<file path="src/rtl/sram_bus_master.sv">
// sram_bus_master: arbitrated SRAM read/write cycle generator with parameterised setup/strobe/hold timing.
module sram_bus_master #(
    parameter int SETUP_CYC  = 1,
    parameter int STROBE_CYC = 3,
    parameter int HOLD_CYC   = 1
) (
    input  logic        clk,
    input  logic        resetn,
    input  logic        req_valid,
    output logic        req_ready,
    input  logic        req_rwn,
    input  logic [20:0] req_addr,
    input  logic [7:0]  req_wdata,
    output logic        rsp_valid,
    output logic [7:0]  rsp_rdata,
    output logic        bus_req,
    input  logic        bus_gnt,
    output logic [20:0] mem_addr,
    output logic        mal_oe,
    output logic [7:0]  md_out,
    output logic        md_oe,
    input  logic [7:0]  md_in,
    output logic        m1csn,
    output logic        mrdn,
    output logic        mwrn
);
    typedef enum logic [2:0] {IDLE, WAITGNT, SETUP, STROBE, HOLD, DONE} state_t;
    localparam logic [3:0] SETUP_LD  = 4'(SETUP_CYC - 1);
    localparam logic [3:0] STROBE_LD = 4'(STROBE_CYC - 1);
    localparam logic [3:0] HOLD_LD   = 4'(HOLD_CYC - 1);
    state_t state, nxt;
    logic [3:0] cnt, cnt_nxt;
    logic rwn, active, accept;
    assign accept = state == IDLE && req_valid && req_ready;
    always_comb begin
        nxt = state;
        cnt_nxt = cnt;
        case (state)
            IDLE:    if (accept) nxt = WAITGNT;
            WAITGNT: if (bus_gnt) begin nxt = SETUP; cnt_nxt = SETUP_LD; end
            SETUP:   if (cnt == 4'd0) begin nxt = STROBE; cnt_nxt = STROBE_LD; end else cnt_nxt = cnt - 4'd1;
            STROBE:  if (cnt == 4'd0) begin nxt = HOLD; cnt_nxt = HOLD_LD; end else cnt_nxt = cnt - 4'd1;
            HOLD:    if (cnt == 4'd0) nxt = DONE; else cnt_nxt = cnt - 4'd1;
            DONE:    nxt = IDLE;
            default: nxt = IDLE;
        endcase
    end
    // Outputs are registered from the next state so each pin changes on the phase-entry edge.
    assign active = nxt inside {SETUP, STROBE, HOLD};
    always_ff @(posedge clk) begin
        if (!resetn) begin
            state     <= IDLE;
            cnt       <= 4'd0;
            rwn       <= 1'b1;
            req_ready <= 1'b0;
            rsp_valid <= 1'b0;
            rsp_rdata <= 8'h00;
            bus_req   <= 1'b0;
            mem_addr  <= 21'd0;
            mal_oe    <= 1'b0;
            md_out    <= 8'h00;
            md_oe     <= 1'b0;
            m1csn     <= 1'b1;
            mrdn      <= 1'b1;
            mwrn      <= 1'b1;
        end else begin
            state     <= nxt;
            cnt       <= cnt_nxt;
            req_ready <= nxt == IDLE;
            rsp_valid <= nxt == DONE;
            bus_req   <= nxt == WAITGNT || active;
            mal_oe    <= active;
            m1csn     <= !active;
            md_oe     <= active && !rwn;
            mrdn      <= !(nxt == STROBE && rwn);
            mwrn      <= !(nxt == STROBE && !rwn);
            if (accept) begin
                rwn      <= req_rwn;
                mem_addr <= req_addr;
                md_out   <= req_wdata;
            end
            if (state == STROBE && cnt == 4'd0 && rwn) rsp_rdata <= md_in;
        end
    end
endmodule

</file>
<file path="config.mk">
export PLATFORM = sky130hd
export DESIGN_NAME = sram_bus_master
export DESIGN_NICKNAME = d
export VERILOG_FILES = /design/src/rtl/sram_bus_master.sv
export SDC_FILE = /design/constraint.sdc
export NUM_CORES = 1
export LEC_CHECK = 0
export ABC_CLOCK_PERIOD_IN_PS = 2100
export CELL_PAD_IN_SITES_DETAIL_PLACEMENT = 1
export CELL_PAD_IN_SITES_GLOBAL_PLACEMENT = 1
export CORE_ASPECT_RATIO = 1.25
export CORE_MARGIN = 8
export CORE_UTILIZATION = 31
export DETAILED_ROUTE_END_ITERATION = 8
export GPL_ROUTABILITY_DRIVEN = 0
export PLACE_DENSITY_LB_ADDON = 0.1
export SYNTH_ARGS = -nofsm -noshare
export SYNTH_HDL_FRONTEND = slang
export SYNTH_SLANG_ARGS = --single-unit
export TNS_END_PERCENT = 30
</file>
<file path="constraint.sdc">
create_clock -name clk -period 2.1 [get_ports clk]
set_input_delay 0.63 -clock clk [delete_from_list [all_inputs] [get_ports clk]]
set_output_delay 0.63 -clock clk [all_outputs]
set_load 0.02 [all_outputs]
</file>
==> flow_metrics.tcl, run 1 <==
set metrics [dict create \
    status "completed" \
    crit_chain "clkdlybuf4s50_1" \
    start_util_pct 31.5 \
    rsz0062_at_grt "false" \
    syn2layout_area_growth_pct 49.7 \
    p_leak_nw 1.17 \
    grt_usage_pct 12.3 \
    dr.pass1.iters 4 \
    diodes 0 \
    path_buf_inv 1 \
    cp-start-kind "flop" \
    syn-num-nets 288 \
    num_io_pins 87 \
    hold-worst-slack_ps 459 \
    drtAntennaViolNets 0 \
    layout.nets 374 \
    relSlewSlack_pct 62.4 \
    worst_slew_pin_slew_ps 563 \
    fmax_ghz 0.523 \
    die_h_microns 109 \
    worstPathRequired_ps 1470 \
    max_cap_violations 0 \
    criticalPathCategory "flop to primary output" \
    slew_viol_final 0 \
    fin_setup_tns_ps 0 \
    end_kind "primary output" \
    fillers 787 \
    ys_types 40 \
    period_share_pct 91.1 \
    ys_ff_latch 53 \
    crit_arrival_ps 1280 \
    synth_area_sq_um 2150 \
    post-route-min-period_ps 1910 \
    finalHoldViolCount 0 \
    grt_pass1_wl_mm 10.0 \
    netlist_top_cells_area "dfxtp_1, nand2_1, a21boi_1, buf_2, nand3_1" \
    cp_max_fo 2 \
    grt_max_degree 30 \
    met2_length_mm 3.03 \
    hold_path.class "flop to flop" \
    synth_common_cells "nand2_1, dfxtp_1, a21boi_1" \
    postCtsSetupBuffers 0 \
    max_stage_delay_ps 620 \
    hpwl_mm 4.64 \
    postSynthCellCount 245 \
    avgViaCountPerCell 4.67 \
    cts_tree "done" \
    die-area_sq_um 9890 \
    wl_met3_microns 551 \
    seq_area_frac_synth_pct 49.2 \
    root_buffer "clkbuf_8" \
    fin_cells 422 \
    cpMaxStageDelayCell "clkdlybuf4s50_1" \
    io_buffers 86 \
    clock_latency_ps 310 \
    cts.sinks 53 \
    synth_area_per_cell_sq_um 8.79 \
    crit_family "buffers and inverters" \
    fin_skew_ps 12.8 \
    wl_met1_mm 2.47 \
    synth_edf_count 0 \
    drt_iter0_drc 61 \
    yosys.area.top_type_share_pct 49.2 \
    yosys_warnings 0 \
    gr-total-overflow 0 \
    clk_path_buf_depth 2 \
    core-area_sq_um 6850 \
    antenna_found_initial 0 \
    clkTransAtPathRegs_ps 110 \
    num_vias 1971 \
    drc 0 \
    drive_above_1_share_pct 9.34 \
    dp_cells 414 \
    yosysMostFrequentCell "nand2_1" \
    async_reset_ff_share_pct 0 \
    cts_made_buffers 5 \
    vdd_drop_max_uv 411 \
    top_layer "met4" \
    postCtsHoldBufs 0 \
    p_per_area_nw_per_um2 722 \
    avgRoutedWirePerCell_microns 14.5 \
    yosys_most_used_dff "dfxtp_1" \
    cts.repair.resized 0 \
    setup_viol 0 \
    drt_wl_total_mm 6.12 \
    fp-row-count 34 \
    die_width_microns 90.6 \
    htreeDepth 2 \
    grt_pass1_vias 2075 \
    synth_area_leader_cell "dfxtp_1" \
]
## through the flow
stage	worst slack (ps)	cell area, sq um	power (mW)	util [%]
floorplan	559	2150	1.39	-
global placement	65.8	3110	1.65	45.5
detailed placement	25.9	3110	1.66	45.5
CTS	160	3230	2.38	47.1
global route	117	3230	2.46	47.1
finish	188	3230	2.33	47.1
## routing by layer
metal / up-vias / global-route usage [%]
met4: 0 / 3.58
met1: 919 / 12.9
met2: 57 / 21.6
li1: 989 / -
met5: - / 0
met3: 6 / 5.92
## cell families after synthesis
logic type      share of synthesized area, %
compound gates                          19.2
fa+ha+maj                              0.581
buf+inv                                 5.81
flops                                   49.2
simple gates                            25.2
## where the power goes
part           internal [mW]  leakage, nW  total [mW]  switching, mW
registers               1.07        0.430        1.12         0.0488
clock network          0.358       0.0585       0.712          0.354
logic                  0.258        0.684       0.501          0.243
## worst paths after layout
kind                                 start                         to  slack (ps)  cells past startpoint
setup / recovery  mem_addr[9]$_SDFFE_PN0P_                mem_addr[9]         190                      1
hold reg to reg     md_out[5]$_SDFFE_PN0P_     md_out[5]$_SDFFE_PN0P_         460                      2
hold / removal      md_out[5]$_SDFFE_PN0P_     md_out[5]$_SDFFE_PN0P_         460                      2
setup reg to reg       cnt[0]$_SDFFE_PN0P_  rsp_rdata[4]$_SDFFE_PN0P_         370                      7
## sequential cells by signal, summed over array words and instances, names as in the netlist
register / cells
rwn: 1
m1csn: 1
mwrn: 1
rsp_rdata: 8
state: 3
md_oe: 1
rsp_valid: 1
mrdn: 1
mal_oe: 1
md_out: 8
bus_req: 1
cnt: 4
mem_addr: 21
req_ready: 1
## cell usage in the layout, fill, tap and decap left out, types with 2 or more instances in the layout
master | synthesis | final
a21boi_1 | 30 | 30
a21oi_1 | 4 | 4
and2_1 | 3 | 3
and3b_1 | 3 | 3
buf_4 | 1 | 9
clkbuf_8 | 0 | 5
clkdlybuf4s50_1 | 0 | 85
dfxtp_1 | 53 | 53
inv_1 | 5 | 5
nand2_1 | 72 | 72
nand3_1 | 10 | 10
nand3_2 | 2 | 2
nor2_1 | 6 | 6
nor2b_1 | 3 | 3
nor3b_1 | 2 | 2
o21a_1 | 2 | 2
o21ai_0 | 10 | 10
o21ai_2 | 3 | 3
## cell type report
| cell class | count | area [sq um] | share of cell area (%) |
|---|---|---|---|
| clock buffer | 5 | 68.8 | 2.13 |
| multi-input combinational | 170 | 977 | 30.3 |
| sequential | 53 | 1060 | 32.9 |
| timing repair buffer | 96 | 943 | 29.2 |
| inverter | 5 | 18.8 | 0.582 |
| tap | 90 | 113 | 3.49 |
| clock inverter | 3 | 43.8 | 1.36 |
No activity file was read; power rests on OpenSTA's default activity.
==> run 2: changes to the inputs <==
CORE_UTILIZATION = 44   (was 31)
DONT_BUFFER_PORTS = 1   (was default)
==> flow_metrics.tcl, run 2 (synthesis gave the netlist of run 1 again) <==
set metrics [dict create \
    drc 0 \
    avgViaCountPerCell 5.45 \
    antenna_found_initial 0 \
    multiInputGateArea_sq_um 977 \
    drive_above_1_share_pct 9.62 \
    r2r-end "rsp_rdata[3]$_SDFFE_PN0P_" \
    cpMaxStageDelayCell "nor3b_4" \
    num_io_pins 87 \
    rsz0062_at_grt "false" \
    worst_slew_pin_slew_ps 553 \
    root_buffer "clkbuf_8" \
    core-area_sq_um 4730 \
    finalHoldViolCount 0 \
    clkTransAtPathRegs_ps 90 \
    fillers 566 \
    p_leak_nw 0.811 \
    max_cap_violations 0 \
    r2r_start "cnt[1]$_SDFFE_PN0P_" \
    criticalPathCategory "flop to flop" \
    gr-total-overflow 0 \
    cts.sinks 53 \
    fin_setup_tns_ps 0 \
    diodes 0 \
    post-route-min-period_ps 1760 \
    start_util_pct 45.6 \
    post-route-util_pct 47.9 \
    clk_path_buf_depth 2 \
    drtAntennaViolNets 0 \
    die_h_microns 94.2 \
    io_buffers 0 \
    end_kind "flop" \
    die-area_sq_um 7410 \
    fmax_ghz 0.568 \
    grt_pass1_wl_mm 8.76 \
    clock_latency_ps 300 \
    cts_tree "done" \
    fin_skew_ps 3.79 \
    largest_reg_flops 21 \
    hold_path.startpoint "resetn" \
    avgRoutedWirePerCell_microns 18.3 \
    seq_area_sq_um 1060 \
    die_width_microns 78.6 \
    postCtsHoldBufs 0 \
    reg.largest.list "mem_addr (21), md_out (8), rsp_rdata (8)" \
    fp-row-count 28 \
    relSlewSlack_pct 63.1 \
    status "completed" \
    dr.pass1.iters 4 \
    crit_arrival_ps 1990 \
    period_share_pct 83.9 \
    cts_made_buffers 5 \
    p_per_area_nw_per_um2 886 \
    drt_iter0_drc 76 \
    layout.cells.most_common "nand2_1" \
    dp_cells 291 \
    cts.repair.resized 0 \
    fin_cells 299 \
    slew_viol_final 0 \
    crit_start "cnt[1]$_SDFFE_PN0P_" \
    holdPathEnd "rwn$_SDFFE_PN1P_" \
    layout_common_cells "nand2_1, dfxtp_1, a21boi_1" \
    r2r_slack_ps 340 \
    max_stage_delay_ps 420 \
    syn2layout_area_growth_pct 5.05 \
    cp-start-kind "flop" \
    hpwl_mm 4.14 \
    num_vias 1629 \
    postCtsSetupBuffers 0 \
    ff2ff_path_depth 7 \
    drt_wl_total_mm 5.47 \
    top_register "mem_addr" \
    cp_max_fo 16 \
    layout.nets 281 \
    setup_viol 0 \
    crit_chain "inv_1 > ha_1 > nor3b_4 > and4_1 > buf_4 > nand3_1 > o21ai_0" \
    vdd_drop_max_uv 344 \
    hold_depth 1 \
    worstPathRequired_ps 2330 \
    grt_usage_pct 14.7 \
    grt_pass1_vias 1796 \
    grt_max_degree 59 \
    htreeDepth 2 \
    worst_slack_ps 339 \
    hold_path.class "input pin to flop" \
    dp_slack_ps 365 \
]
run 2: cell count changes in the layout (fill, tap and decap cells not counted), sizes merged:
cell           delta
inv               -1
buf               -8
bufinv            -1
clkinv            +1
clkbuf            +1
clkdlybuf4s50    -85
run 2: worst max-delay path: cells and delay by family (launching register included):
family / cells / cell delay, ps
flip-flops: 1 / 330
AO/OA/AOI/OAI: 1 / 70
buffers and inverters: 2 / 290
AND/OR/NAND/NOR: 3 / 770
adder cells (fa/ha/maj): 1 / 220
run 2: power breakdown:
group / internal [mW] / total, mW / switching (mW) / leakage [nW]
sequential: 1.07 / 1.20 / 0.128 / 0.430
clock: 0.268 / 0.592 / 0.324 / 0.0512
combinational: 0.0934 / 0.218 / 0.124 / 0.329
total: 1.43 / 2.01 / 0.576 / 0.811
run 2: final cells by class:
type / instances / share of cell area (%)
inverter: 5 / 0.829
timing repair buffer: 3 / 1.55
tap: 60 / 3.32
clock inverter: 2 / 0.608
multi-input combinational: 170 / 43.2
clock buffer: 6 / 3.65
sequential: 53 / 46.9
run 2: layer usage:
layer	part of all wire, %	GRT usage [%]
met2	52	26.3
met4	2.5	6.81
met1	35	13.6
met5	0	0
met3	11	7.47
run 2: how the worst max path moves through the flow:
stage / slack (ps) / end / cells past startpoint
detailed placement: 360 / rsp_rdata[5]$_SDFFE_PN0P_ / 7
floorplan: 560 / rsp_rdata[0]$_SDFFE_PN0P_ / 7
CTS: 320 / rsp_rdata[3]$_SDFFE_PN0P_ / 7
global placement: 450 / rsp_rdata[2]$_SDFFE_PN0P_ / 7
global route: 200 / rsp_rdata[1]$_SDFFE_PN0P_ / 7
finish: 340 / rsp_rdata[3]$_SDFFE_PN0P_ / 7
run 2: metrics by stage:
step | area [sq um] | hold slack [ps] | total power, mW
2_1_floorplan | 2150 | 398 | 1.39
3_3_place_gp | 2170 | 432 | 1.42
3_5_place_dp | 2170 | 434 | 1.45
4_1_cts | 2260 | 392 | 2.04
5_1_grt | 2260 | 394 | 2.12
6_report | 2260 | 430 | 2.01
